## src/rtl/divisor_secuencial.sv

```systemverilog
// Iterative unsigned restoring divider: one quotient bit per clock through a
// single shared (N+1)-bit subtractor, under a start/busy/done handshake.
module divisor_secuencial #(
  parameter int unsigned N = 32
) (
  input  logic         clk,
  input  logic         reset,
  input  logic         start,
  input  logic [N-1:0] dividend,
  input  logic [N-1:0] divisor,
  output logic         busy,
  output logic         done,
  output logic [N-1:0] quotient,
  output logic [N-1:0] remainder,
  output logic         div_by_zero
);

  localparam int unsigned CW = (N > 2) ? $clog2(N) : 1;

  typedef enum logic [1:0] {
    IDLE,
    ITER,
    FIN
  } state_t;

  state_t          r_state;
  state_t          w_next;

  logic [N:0]      r_rem;
  logic [N-1:0]    r_quo;
  logic [N:0]      r_dvs;
  logic [CW-1:0]   r_cnt;

  logic            w_accept;
  logic            w_dvs_zero;
  logic            w_last;
  logic [N+1:0]    w_diff;
  logic            w_borrow;
  logic [N:0]      w_rem_nx;
  logic [N-1:0]    w_quo_nx;

  assign w_accept   = start && (r_state != ITER);
  assign w_dvs_zero = (divisor == '0);
  assign w_last     = (r_cnt == '0);

  // R[N] is always 0 between iterations, so {R, Q[N-1]} equals the zero-extended
  // shifted value T; the top bit of the difference is then the borrow.
  assign w_diff   = {r_rem, r_quo[N-1]} - {1'b0, r_dvs};
  assign w_borrow = w_diff[N+1];
  assign w_rem_nx = w_borrow ? {r_rem[N-1:0], r_quo[N-1]} : w_diff[N:0];
  assign w_quo_nx = {r_quo[N-2:0], ~w_borrow};

  always_ff @(posedge clk) begin
    if (reset) r_state <= IDLE;
    else       r_state <= w_next;
  end

  always_comb begin
    w_next = r_state;
    busy   = 1'b0;
    done   = 1'b0;
    case (r_state)
      IDLE, FIN: begin
        done = (r_state == FIN);
        if (w_accept) w_next = w_dvs_zero ? FIN : ITER;
        else          w_next = IDLE;
      end
      ITER: begin
        busy = 1'b1;
        if (w_last) w_next = FIN;
      end
      default: w_next = IDLE;
    endcase
  end

  always_ff @(posedge clk) begin
    if (reset) begin
      r_rem       <= '0;
      r_quo       <= '0;
      r_dvs       <= '0;
      r_cnt       <= '0;
      quotient    <= '0;
      remainder   <= '0;
      div_by_zero <= 1'b0;
    end else if (w_accept) begin
      if (w_dvs_zero) begin
        quotient    <= '1;
        remainder   <= dividend;
        div_by_zero <= 1'b1;
      end else begin
        r_rem <= '0;
        r_quo <= dividend;
        r_dvs <= {1'b0, divisor};
        r_cnt <= CW'(N - 1);
      end
    end else if (r_state == ITER) begin
      r_rem <= w_rem_nx;
      r_quo <= w_quo_nx;
      r_cnt <= r_cnt - 1'b1;
      if (w_last) begin
        quotient    <= w_quo_nx;
        remainder   <= w_rem_nx[N-1:0];
        div_by_zero <= 1'b0;
      end
    end
  end

endmodule

```

## config.mk

```make
export PLATFORM = sky130hd
export DESIGN_NAME = divisor_secuencial
export DESIGN_NICKNAME = d
export VERILOG_FILES = /design/src/rtl/divisor_secuencial.sv
export SDC_FILE = /design/constraint.sdc
export NUM_CORES = 1
export LEC_CHECK = 0
export ABC_AREA = 1
export CORE_MARGIN = 4
export CORE_UTILIZATION = 40
export DETAILED_ROUTE_END_ITERATION = 10
export PLACE_DENSITY = 0.71
export SYNTH_ARGS = -nofsm -noshare
export SYNTH_HDL_FRONTEND = slang
export SYNTH_SLANG_ARGS = --single-unit
export TNS_END_PERCENT = 30
```

## constraint.sdc

```tcl
create_clock -name clk -period 4.82 [get_ports clk]
set_clock_uncertainty 0.15 [all_clocks]
set_input_delay 0.964 -clock clk [delete_from_list [all_inputs] [get_ports clk]]
set_output_delay 0.964 -clock clk [all_outputs]
set_load 0.02 [all_outputs]
```

==> reports/results.md, run 1 <==
| Parameter | This run |
|---|---|
| Status | finished clean |
| Number of max-capacitance violations reported | 0 |
| Number of inserted filler cells in the final layout | 2393 |
| Seq/Total Area, Yosys | 0.3519 |
| Post-Syn Area | 0.009613 sq mm |
| Worst Max-Slew Pin Slew | 0.7587 ns |
| Post-Route WL | 28760 microns |
| Diodes inserted | 0 |
| Leakage component of the power | 5.890 nW |
| I/O pins | 134 |
| Die Span Y | 163.0 microns |
| Clock network latency to the later pin of the worst-skew pair | 0.44 ns |
| Number of synthesis warnings | 0 |
| Sum of overflow across all layers after global routing | 0 |
| Sequential fraction of design power | 0.303 |
| Worst min-delay path category | flop to flop |
| Number of buffers added by the clock tree synthesis step | 17 |
| HPWL after detailed placement | 21540 microns |
| Kind of end point of the critical path | flop |
| Async SR Flop Fraction | 0 |
| CP max stage delay | 0.52 ns |
| Cell area after placement | 0.01118 sq mm |
| Portion of synthesized cell area occupied by the leading cell type | 0.3519 |
| Overall track demand over capacity in global routing | 0.2169 |
| Final worst path period share | 0.7811 |
| Number of buffers inserted by port buffering | 133 |
| Data required, critical path | 5.01 ns |
| Number of distinct library cells after synthesis | 40 |
| Average instance area after synthesis | 6.774 sq um |
| Routed vias | 9353 |
| Slew Limit Fails | 0 |
| Clock tree root driver cell | sky130_fd_sc_hd__clkbuf_16 |
| Setup repair after global routing missed its margin | false |
| Number of antenna violations at the first check in global routing | 0 |
| List of cells traversed by the critical path | clkdlybuf4s50_1 > nor4_1 > nand4_1 > nor2_1 > nor2_1 > inv_2 > nand2_4 > buf_4 > o21ai_0 > inv_1 > nand2_1 > inv_1 |
| Reg-to-reg critical path startpoint | r_dvs[31] |
| First-pass DRT Iterations | 5 |
| Global-route wire length before repair | 46200 microns |
| Count of unresolved DRC violations after routing | 0 |
| CTS max path bufs | 2 |
| Count of cells along the worst register-to-register path | 14 |
| Total power per unit cell area | 487.6 mW/mm^2 |
| Cell type with the highest aggregate area in the netlist | sky130_fd_sc_hd__dfxtp_1 |
| Worst path buffer plus inverter count | 5 |
| Shortest clock period the worst path allows after layout | 3.765 ns |
| Post-cts sizing count | 0 |
| Starting utilization of the core area | 0.4083 |
| Sink of the worst hold path | r_dvs[30] |
| Number of sinks on the clock net | 169 |
| Final RePlAce weighted congestion | 0.9388 |
| Average vias per placed instance | 5.056 |
| Row count | 56 |
| Startpoint of the lowest-slack hold path | r_dvs[30] |
| Number of register bits inferred by synthesis | 169 |
| Cell area after layout | 0.01178 sq mm |
| Via count of the first global-routing pass | 8812 |
| Post-route setup slack | 1.055 ns |
| Total number of nets in the final design | 1620 |
| Final setup vio count | 0 |
| Iteration-0 DRC Markers | 765 |
| Post-Synthesis Net Count | 1521 |
| Worst-path clk slew | 0.08 ns |
| Internal portion of total power | 0.003176 W |
| CTS HTree Levels | 4 |
| Crit-path max FO | 58 |
| Largest net degree at the start of global routing | 108 |
| Clock power frac | 0.242 |
| Final Hold Fails | 0 |
| Antenna violation net count after detailed routing | 0 |
| Highest ir drop seen on vdd | 0.2489 mV |
| Setup repair bufs after CTS | 0 |
| Max-slew headroom | 0.4930 |
| Worst slack after detailed placement | 0.6408 ns |
| CP Launch Type | input port |
| Category of cells accounting for the largest share of critical-path delay | simple AND/OR/NAND/NOR gates |
| Worst setup slack for register-to-register paths | 1.69 ns |
| Most used standard cell by instance count after synthesis | sky130_fd_sc_hd__nand2_1 |
| Crit path arrival time | 3.96 ns |
| Maximum clock rate | 0.2656 GHz |
| Critical path's slowest cell | sky130_fd_sc_hd__clkdlybuf4s50_1 |
| Die extent in x | 163.0 microns |
| Final TNS setup | 0 ns |
| Top cells by area, synth | sky130_fd_sc_hd__dfxtp_1 35%, sky130_fd_sc_hd__nand2_1 14%, sky130_fd_sc_hd__inv_1 9.7% |
| Switching pwr | 0.002569 W |
| Main flop type after synthesis | sky130_fd_sc_hd__dfxtp_1 |
| P&R area growth vs syn | 22.56% |
| Hold bufs inserted after CTS | 0 |
| Layout cell share with drive strength beyond 1 | 0.06336 |
| Cell count after synthesis | 1419 |
| Crit Path Category | input port to flop |
| Most common library cells after synthesis | 353 x sky130_fd_sc_hd__nand2_1, 248 x sky130_fd_sc_hd__inv_1, 169 x sky130_fd_sc_hd__dfxtp_1, 139 x sky130_fd_sc_hd__o21ai_0, 68 x sky130_fd_sc_hd__a21oi_1 |
| Count of flip-flops with a built-in enable after synthesis | 0 |
| Hold Path Depth | 2 |
| Switching portion of total power | 0.4472 |
| Core area | 0.02354 sq mm |
| Logic pwr share | 0.455 |
| Capture instance of the worst register-to-register path | remainder[23] |
| TritonCTS clock tree | done |
| Worst hold slack after final layout | 0.3185 ns |
| Drt wl/cell | 15.55 microns |
| Area enclosed by the die boundary | 0.02658 sq mm |
cell families after synthesis:
family | Yosys count | synth area share
buffers and inverters | 324 | 0.1318
adder cells (fa/ha/maj) | 35 | 0.04634
AND/OR/NAND/NOR | 570 | 0.2702
AO/OA/AOI/OAI | 298 | 0.1787
flip-flops | 169 | 0.3519
XOR/XNOR | 23 | 0.02096
cells in the final DEF, fill, tap and decap left out, types with 10 or more instances in the layout:
cell and instances:
sky130_fd_sc_hd__o21bai_1 10, sky130_fd_sc_hd__nand4_1 14, sky130_fd_sc_hd__nand2_1 351, sky130_fd_sc_hd__dfxtp_1 169
sky130_fd_sc_hd__clkbuf_16 17, sky130_fd_sc_hd__nand3_1 58, sky130_fd_sc_hd__xor2_1 20, sky130_fd_sc_hd__nor2_1 60
sky130_fd_sc_hd__a21oi_1 68, sky130_fd_sc_hd__o21ai_0 139, sky130_fd_sc_hd__nand3b_1 32, sky130_fd_sc_hd__clkdlybuf4s50_1 133
sky130_fd_sc_hd__nand2_4 14, sky130_fd_sc_hd__inv_2 10, sky130_fd_sc_hd__o221ai_1 31, sky130_fd_sc_hd__ha_1 34
sky130_fd_sc_hd__a31oi_1 32, sky130_fd_sc_hd__inv_1 248
power groups by stage:
stage | logic [W] | clock network [W] | registers (W)
floorplan | 0.00187 | 0 | 0.00176
global placement | 0.00257 | 0 | 0.00177
detailed placement | 0.00256 | 0 | 0.00176
CTS | 0.00258 | 0.00141 | 0.00173
global route | 0.00290 | 0.00147 | 0.00176
finish | 0.00261 | 0.00139 | 0.00174
layer usage:
layer  track usage  up-vias  share of wire
met5             0        -              0
met4       0.05986        0          0.020
met3       0.04567       32          0.073
met2        0.3089      296           0.40
met1        0.3293     4254           0.50
li1              -     4771              -
tightest hold or removal path, stage by stage, from the launching register on:
cell and delay [ns]:
sky130_fd_sc_hd__dfxtp_1 0.30, sky130_fd_sc_hd__inv_1 0.07, sky130_fd_sc_hd__a21oi_1 0.06
worst max path at each step:
stage	from	endpoint	slack, ns	cells after the start
6_report	divisor[0]	r_rem[10]	1.06	12
5_1_grt	divisor[0]	r_rem[28]	0.78	12
4_1_cts	divisor[0]	r_rem[10]	1.09	12
3_5_place_dp	divisor[0]	r_rem[10]	0.64	12
3_3_place_gp	divisor[0]	r_rem[10]	0.76	12
2_1_floorplan	divisor[23]	r_cnt[1]	2.24	10
metrics by stage:
step,instances,utilization,total power [W]
floorplan,1419,-,0.003627
CTS,1850,0.5004,0.005733
global route,1850,0.5004,0.006131
global placement,1818,0.4750,0.004334
detailed placement,1818,0.4750,0.004323
finish,1850,0.5004,0.005745
final cells by class:
type                            instances  area, sq um  area share
Multi-Input combinational cell        926         4972      0.4220
Sequential cell                       169         3383      0.2872
Timing Repair Buffer                  144         1451      0.1232
Inverter                              260        977.2     0.08294
Clock buffer                           18        439.2     0.03728
Tap cell                              319        399.1     0.03388
Clock inverter                         14        158.9     0.01349
registers in the layout, indices dropped and copies added (netlist names):
name and cells:
r_rem 33, quotient 32, r_dvs 32, r_quo 32, remainder 32, r_cnt 5
r_state 2, div_by_zero 1
No activity file was read; power rests on OpenSTA's default activity.
==> run 2, diff against run 1 <==
==> constraint.sdc (replaced) <==
create_clock -name clk -period 3.8 [get_ports clk]
set_clock_uncertainty 0.15 [all_clocks]
set_input_delay 0.76 -clock clk [delete_from_list [all_inputs] [get_ports clk]]
set_output_delay 0.76 -clock clk [all_outputs]
set_load 0.02 [all_outputs]
==> reports/results.md, run 2 (synthesis results as in run 1) <==
| Parameter | This run |
|---|---|
| Total power per unit cell area | 619.3 mW/mm^2 |
| Worst hold slack after final layout | 0.3113 ns |
| Number of buffers inserted by port buffering | 133 |
| Clock network latency to the later pin of the worst-skew pair | 0.43 ns |
| Highest ir drop seen on vdd | 0.3226 mV |
| Total chip power | 0.007335 W |
| Most flops, register | r_rem |
| Status | finished clean |
| Max-slew headroom | 0.2723 |
| Row count | 56 |
| Max FFs per register | 33 |
| Via count of the first global-routing pass | 8704 |
| Final setup vio count | 0 |
| CP Launch Type | input port |
| Number of antenna violations at the first check in global routing | 0 |
| Sum of overflow across all layers after global routing | 0 |
| Core area | 0.02354 sq mm |
| Post-Route WL | 28770 microns |
| Count of cells along the worst register-to-register path | 17 |
| Diodes inserted | 0 |
| Post-cts sizing count | 0 |
| Antenna violation net count after detailed routing | 0 |
| Area occupied by multi-input gates | 0.004972 sq mm |
| Setup repair bufs after CTS | 0 |
| Global-route wire length before repair | 46250 microns |
| Crit Path Category | input port to flop |
| Average vias per placed instance | 5.054 |
| Register area | 0.003383 sq mm |
| CTS max path bufs | 2 |
| P&R area growth vs syn | 23.21% |
| Worst-path clk slew | 0.07 ns |
| Count of unresolved DRC violations after routing | 0 |
| First-pass DRT Iterations | 5 |
| Most frequent standard cell in the layout excluding fill and tap cells | sky130_fd_sc_hd__nand2_1 |
| Final RePlAce weighted congestion | 0.9819 |
| TritonCTS clock tree | done |
| Clock tree root driver cell | sky130_fd_sc_hd__clkbuf_16 |
| Routed vias | 9375 |
| Hold bufs inserted after CTS | 0 |
| Cell area after layout | 0.01184 sq mm |
| Number of inserted filler cells in the final layout | 2371 |
| Shortest clock period the worst path allows after layout | 3.334 ns |
| Iteration-0 DRC Markers | 635 |
| Overall track demand over capacity in global routing | 0.2175 |
| Worst setup slack for register-to-register paths | 0.54 ns |
| Area enclosed by the die boundary | 0.02658 sq mm |
| Crit path arrival time | 3.52 ns |
| Data required, critical path | 3.99 ns |
| Worst min-delay path category | flop to flop |
| Worst Max-Slew Pin Slew | 1.089 ns |
| Capture instance of the worst register-to-register path | remainder[17] |
| Hold Path Depth | 2 |
| Number of max-capacitance violations reported | 0 |
| Die extent in x | 163.0 microns |
| CTS HTree Levels | 4 |
| Die Span Y | 163.0 microns |
| Final TNS setup | 0 ns |
| Crit-path max FO | 12 |
| Drt wl/cell | 15.51 microns |
| Leakage component of the power | 5.930 nW |
| Final Hold Fails | 0 |
| Leading cell types in the layout, fill and taps excluded | 351 x sky130_fd_sc_hd__nand2_1, 248 x sky130_fd_sc_hd__inv_1, 169 x sky130_fd_sc_hd__dfxtp_1, 139 x sky130_fd_sc_hd__o21ai_0, 133 x sky130_fd_sc_hd__clkdlybuf4s50_1 |
| Sink of the worst hold path | r_dvs[16] |
| Reg-to-reg critical path startpoint | r_dvs[4] |
| Layout cell share with drive strength beyond 1 | 0.06641 |
| Starting utilization of the core area | 0.4083 |
| Number of sinks on the clock net | 169 |
| Number of buffers added by the clock tree synthesis step | 17 |
| Total number of nets in the final design | 1625 |
| Maximum clock rate | 0.2999 GHz |
| Final worst path period share | 0.8775 |
| HPWL after detailed placement | 21500 microns |
| Startpoint of the lowest-slack hold path | r_dvs[16] |
| Cell area after placement | 0.01125 sq mm |
| I/O pins | 134 |
| Setup repair after global routing missed its margin | false |
| Largest net degree at the start of global routing | 89 |
| Kind of end point of the critical path | flop |
| Slew Limit Fails | 0 |
| Share of the core filled with cells in the final layout | 0.5031 |
-- run 2: cell types whose count changed in the layout (fill, tap and decap cells not counted), sizes merged --
cell	previous run	this run
buf	11	16
bufinv	0	2
clkinv	7	5
-- run 2: report_power, final --
group	total [W]	internal, W	switching [W]	leakage [nW]
clock	0.00181	0.00100	0.000805	0.288
sequential	0.00221	0.00201	0.000199	1.39
combinational	0.00332	0.00113	0.00218	4.25
-- run 2: area by class of cell --
class	instances	area share
multi-input cells	926	0.4198
flip-flops and latches	169	0.2857
repair buffers	149	0.1278
inverters	260	0.08251
clock buffers	18	0.03708
well taps	319	0.03370
clock inverters	14	0.01342
-- run 2: critical path, cell delays in order --
cell                              delay [ns]
sky130_fd_sc_hd__clkdlybuf4s50_1        0.50
sky130_fd_sc_hd__nor4_1                 0.59
sky130_fd_sc_hd__nand4_1                0.19
sky130_fd_sc_hd__nor2_1                 0.33
sky130_fd_sc_hd__nand2_1                0.22
sky130_fd_sc_hd__nand2_2                0.24
sky130_fd_sc_hd__buf_4                  0.23
sky130_fd_sc_hd__nand2_1                0.12
sky130_fd_sc_hd__nand3b_1               0.22
sky130_fd_sc_hd__nand2_1                0.08
sky130_fd_sc_hd__inv_1                  0.03
-- run 2: worst max-delay path by stage --
stage	to	cells past startpoint	slack [ns]	from
detailed placement	remainder[23]	11	0.07	divisor[0]
global route	remainder[17]	17	0.22	r_dvs[4]
global placement	remainder[23]	11	0.11	divisor[28]
floorplan	r_cnt[1]	10	1.43	divisor[23]
finish	remainder[23]	11	0.47	divisor[0]
CTS	remainder[23]	11	0.51	divisor[0]
-- run 2: through the flow --
step | setup slack [ns] | cells
floorplan | 1.425 | 1419
global placement | 0.1058 | 1823
detailed placement | 0.06787 | 1823
CTS | 0.5078 | 1855
global route | 0.2217 | 1855
finish | 0.4656 | 1855
-- run 2: routing by layer --
layer,global-route usage,vias to the layer above,routed length [microns]
met2,0.3102,258,11830
met1,0.3412,4306,15040
met3,0.03987,26,1604
li1,-,4785,-
met4,0.04156,0,287
met5,0,-,0
==> run 3, diff against run 2 <==
--- a/config.mk
+++ b/config.mk
@@ -6,10 +6,12 @@
 export NUM_CORES = 1
 export LEC_CHECK = 0
 export ABC_AREA = 1
+export CELL_PAD_IN_SITES_DETAIL_PLACEMENT = 1
+export CELL_PAD_IN_SITES_GLOBAL_PLACEMENT = 1
 export CORE_MARGIN = 4
-export CORE_UTILIZATION = 40
+export CORE_UTILIZATION = 39
 export DETAILED_ROUTE_END_ITERATION = 10
-export PLACE_DENSITY = 0.71
+export PLACE_DENSITY = 0.9
 export SYNTH_ARGS = -nofsm -noshare
 export SYNTH_HDL_FRONTEND = slang
 export SYNTH_SLANG_ARGS = --single-unit
==> reports/results.md, run 3 (synthesis results as in run 1) <==
| Parameter | This run |
|---|---|
| Shortest clock period the worst path allows after layout | 3.418 ns |
| Routed vias | 9967 |
| Most frequent standard cell in the layout excluding fill and tap cells | sky130_fd_sc_hd__nand2_1 |
| Diodes inserted | 0 |
| Row count | 57 |
| Via count of the first global-routing pass | 10387 |
| Worst Max-Slew Pin Slew | 0.7817 ns |
| Worst-path clk slew | 0.07 ns |
| Kind of end point of the critical path | flop |
| Antenna violation net count after detailed routing | 0 |
| Final TNS setup | 0 ns |
| Global-route wire length before repair | 54030 microns |
| Clock tree root driver cell | sky130_fd_sc_hd__clkbuf_16 |
| Post-cts sizing count | 0 |
| Setup repair after global routing missed its margin | false |
| Drt wl/cell | 18.47 microns |
| Crit-path max FO | 81 |
| HPWL after detailed placement | 25280 microns |
| Highest ir drop seen on vdd | 0.2998 mV |
| Max FFs per register | 33 |
| Number of buffers added by the clock tree synthesis step | 17 |
| Crit path arrival time | 3.61 ns |
| Number of sinks on the clock net | 169 |
| Final setup vio count | 0 |
| Die extent in x | 165 microns |
| Average vias per placed instance | 5.361 |
| Status | finished clean |
| Post-Route WL | 34340 microns |
| Die Span Y | 165 microns |
| First-pass DRT Iterations | 5 |
| Core area | 0.02432 sq mm |
| CTS HTree Levels | 4 |
| Slew Limit Fails | 0 |
| Number of buffers inserted by port buffering | 133 |
| Starting utilization of the core area | 0.3953 |
| Count of unresolved DRC violations after routing | 0 |
| Leading cell types in the layout, fill and taps excluded | 351 x sky130_fd_sc_hd__nand2_1, 248 x sky130_fd_sc_hd__inv_1, 169 x sky130_fd_sc_hd__dfxtp_1, 139 x sky130_fd_sc_hd__o21ai_0, 133 x sky130_fd_sc_hd__clkdlybuf4s50_1 |
| Hold bufs inserted after CTS | 0 |
| Final Hold Fails | 0 |
| Clock network latency to the later pin of the worst-skew pair | 0.44 ns |
| Number of max-capacitance violations reported | 0 |
| CTS max path bufs | 2 |
| Sum of overflow across all layers after global routing | 0 |
| I/O pins | 134 |
| Setup repair bufs after CTS | 0 |
| Max-slew headroom | 0.4741 |
| Final RePlAce weighted congestion | 0.9209 |
| Post-route insts no fill | 1859 |
| Number of antenna violations at the first check in global routing | 0 |
| Iteration-0 DRC Markers | 734 |
| P&R area growth vs syn | 23.51% |
| Placed Cells incl. Taps | 1827 |
| Overall track demand over capacity in global routing | 0.2506 |
| Total number of nets in the final design | 1624 |
| Area enclosed by the die boundary | 0.02723 sq mm |
| Total power per unit cell area | 640.7 mW/mm^2 |
| Leakage component of the power | 5.941 nW |
| TritonCTS clock tree | done |
| Crit Path Category | input port to flop |
| Worst setup slack for register-to-register paths | 0.75 ns |
| CP Launch Type | input port |
| Maximum clock rate | 0.2926 GHz |
| Most flops, register | r_rem |
| Largest net degree at the start of global routing | 120 |
| Layout cell share with drive strength beyond 1 | 0.06580 |
| Worst min-delay path category | flop to flop |
| Data required, critical path | 3.99 ns |
| Final worst path period share | 0.8994 |
run 3: cell count changes in the layout (fill, tap and decap cells not counted):
cell,before,now
sky130_fd_sc_hd__clkinv_8,0,6
sky130_fd_sc_hd__clkinvlp_4,3,0
sky130_fd_sc_hd__clkinv_2,3,1
sky130_fd_sc_hd__buf_4,11,10
sky130_fd_sc_hd__bufinv_16,2,1
sky130_fd_sc_hd__clkbuf_8,1,0
sky130_fd_sc_hd__inv_6,4,5
run 3: metal layers:
| metal | part of all wire | global-route usage |
|---|---|---|
| met5 | 0 | 0 |
| met4 | 0.024 | 0.07599 |
| met3 | 0.045 | 0.03694 |
| met2 | 0.47 | 0.4170 |
| met1 | 0.46 | 0.3358 |
run 3: path summary, 6_finish.rpt:
check	start	end	depth (start not counted)
worst max-delay path	divisor[15]	r_rem[7]	12
worst min-delay path	r_dvs[29]	r_dvs[29]	2
worst max register to register	r_dvs[4]	r_rem[11]	18
worst min register to register	r_dvs[29]	r_dvs[29]	2
run 3: per-stage QoR:
stage	setup slack [ns]	instance area, sq um	util	hold slack [ns]	power, W
after floorplan	1.425	9613	-	0.2831	0.004600
after global placement	-0.009212	11240	0.4624	0.2973	0.005545
after detailed placement	0.06367	11240	0.4624	0.3091	0.005667
after CTS	0.4151	11870	0.4882	0.3192	0.007579
after global routing	0.3170	11870	0.4882	0.3424	0.008063
final	0.3825	11870	0.4882	0.3161	0.007606
run 3: layout make-up:
cell class / instances / area [sq um]
fillers: 3091 / 12450
multi-input cells: 926 / 4972
flip-flops and latches: 169 / 3383
repair buffers: 148 / 1506
inverters: 260 / 977.2
clock buffers: 17 / 425.4
well taps: 324 / 405.4
clock inverters: 15 / 202.7
run 3: worst max-delay path: stages:
cell	delay (ns)
sky130_fd_sc_hd__clkdlybuf4s50_1	0.44
sky130_fd_sc_hd__nor4_1	0.71
sky130_fd_sc_hd__nand4_1	0.17
sky130_fd_sc_hd__nor2_1	0.27
sky130_fd_sc_hd__nor2_1	0.19
sky130_fd_sc_hd__inv_2	0.12
sky130_fd_sc_hd__nand2_4	0.17
sky130_fd_sc_hd__buf_12	0.27
sky130_fd_sc_hd__o21ai_0	0.28
sky130_fd_sc_hd__inv_1	0.08
sky130_fd_sc_hd__nand2_1	0.08
sky130_fd_sc_hd__inv_1	0.04
run 3: power breakdown:
group          total, W  switching, W  internal (W)
logic           0.00353       0.00237       0.00116
clock network   0.00185      0.000889      0.000957
registers       0.00223      0.000216       0.00201
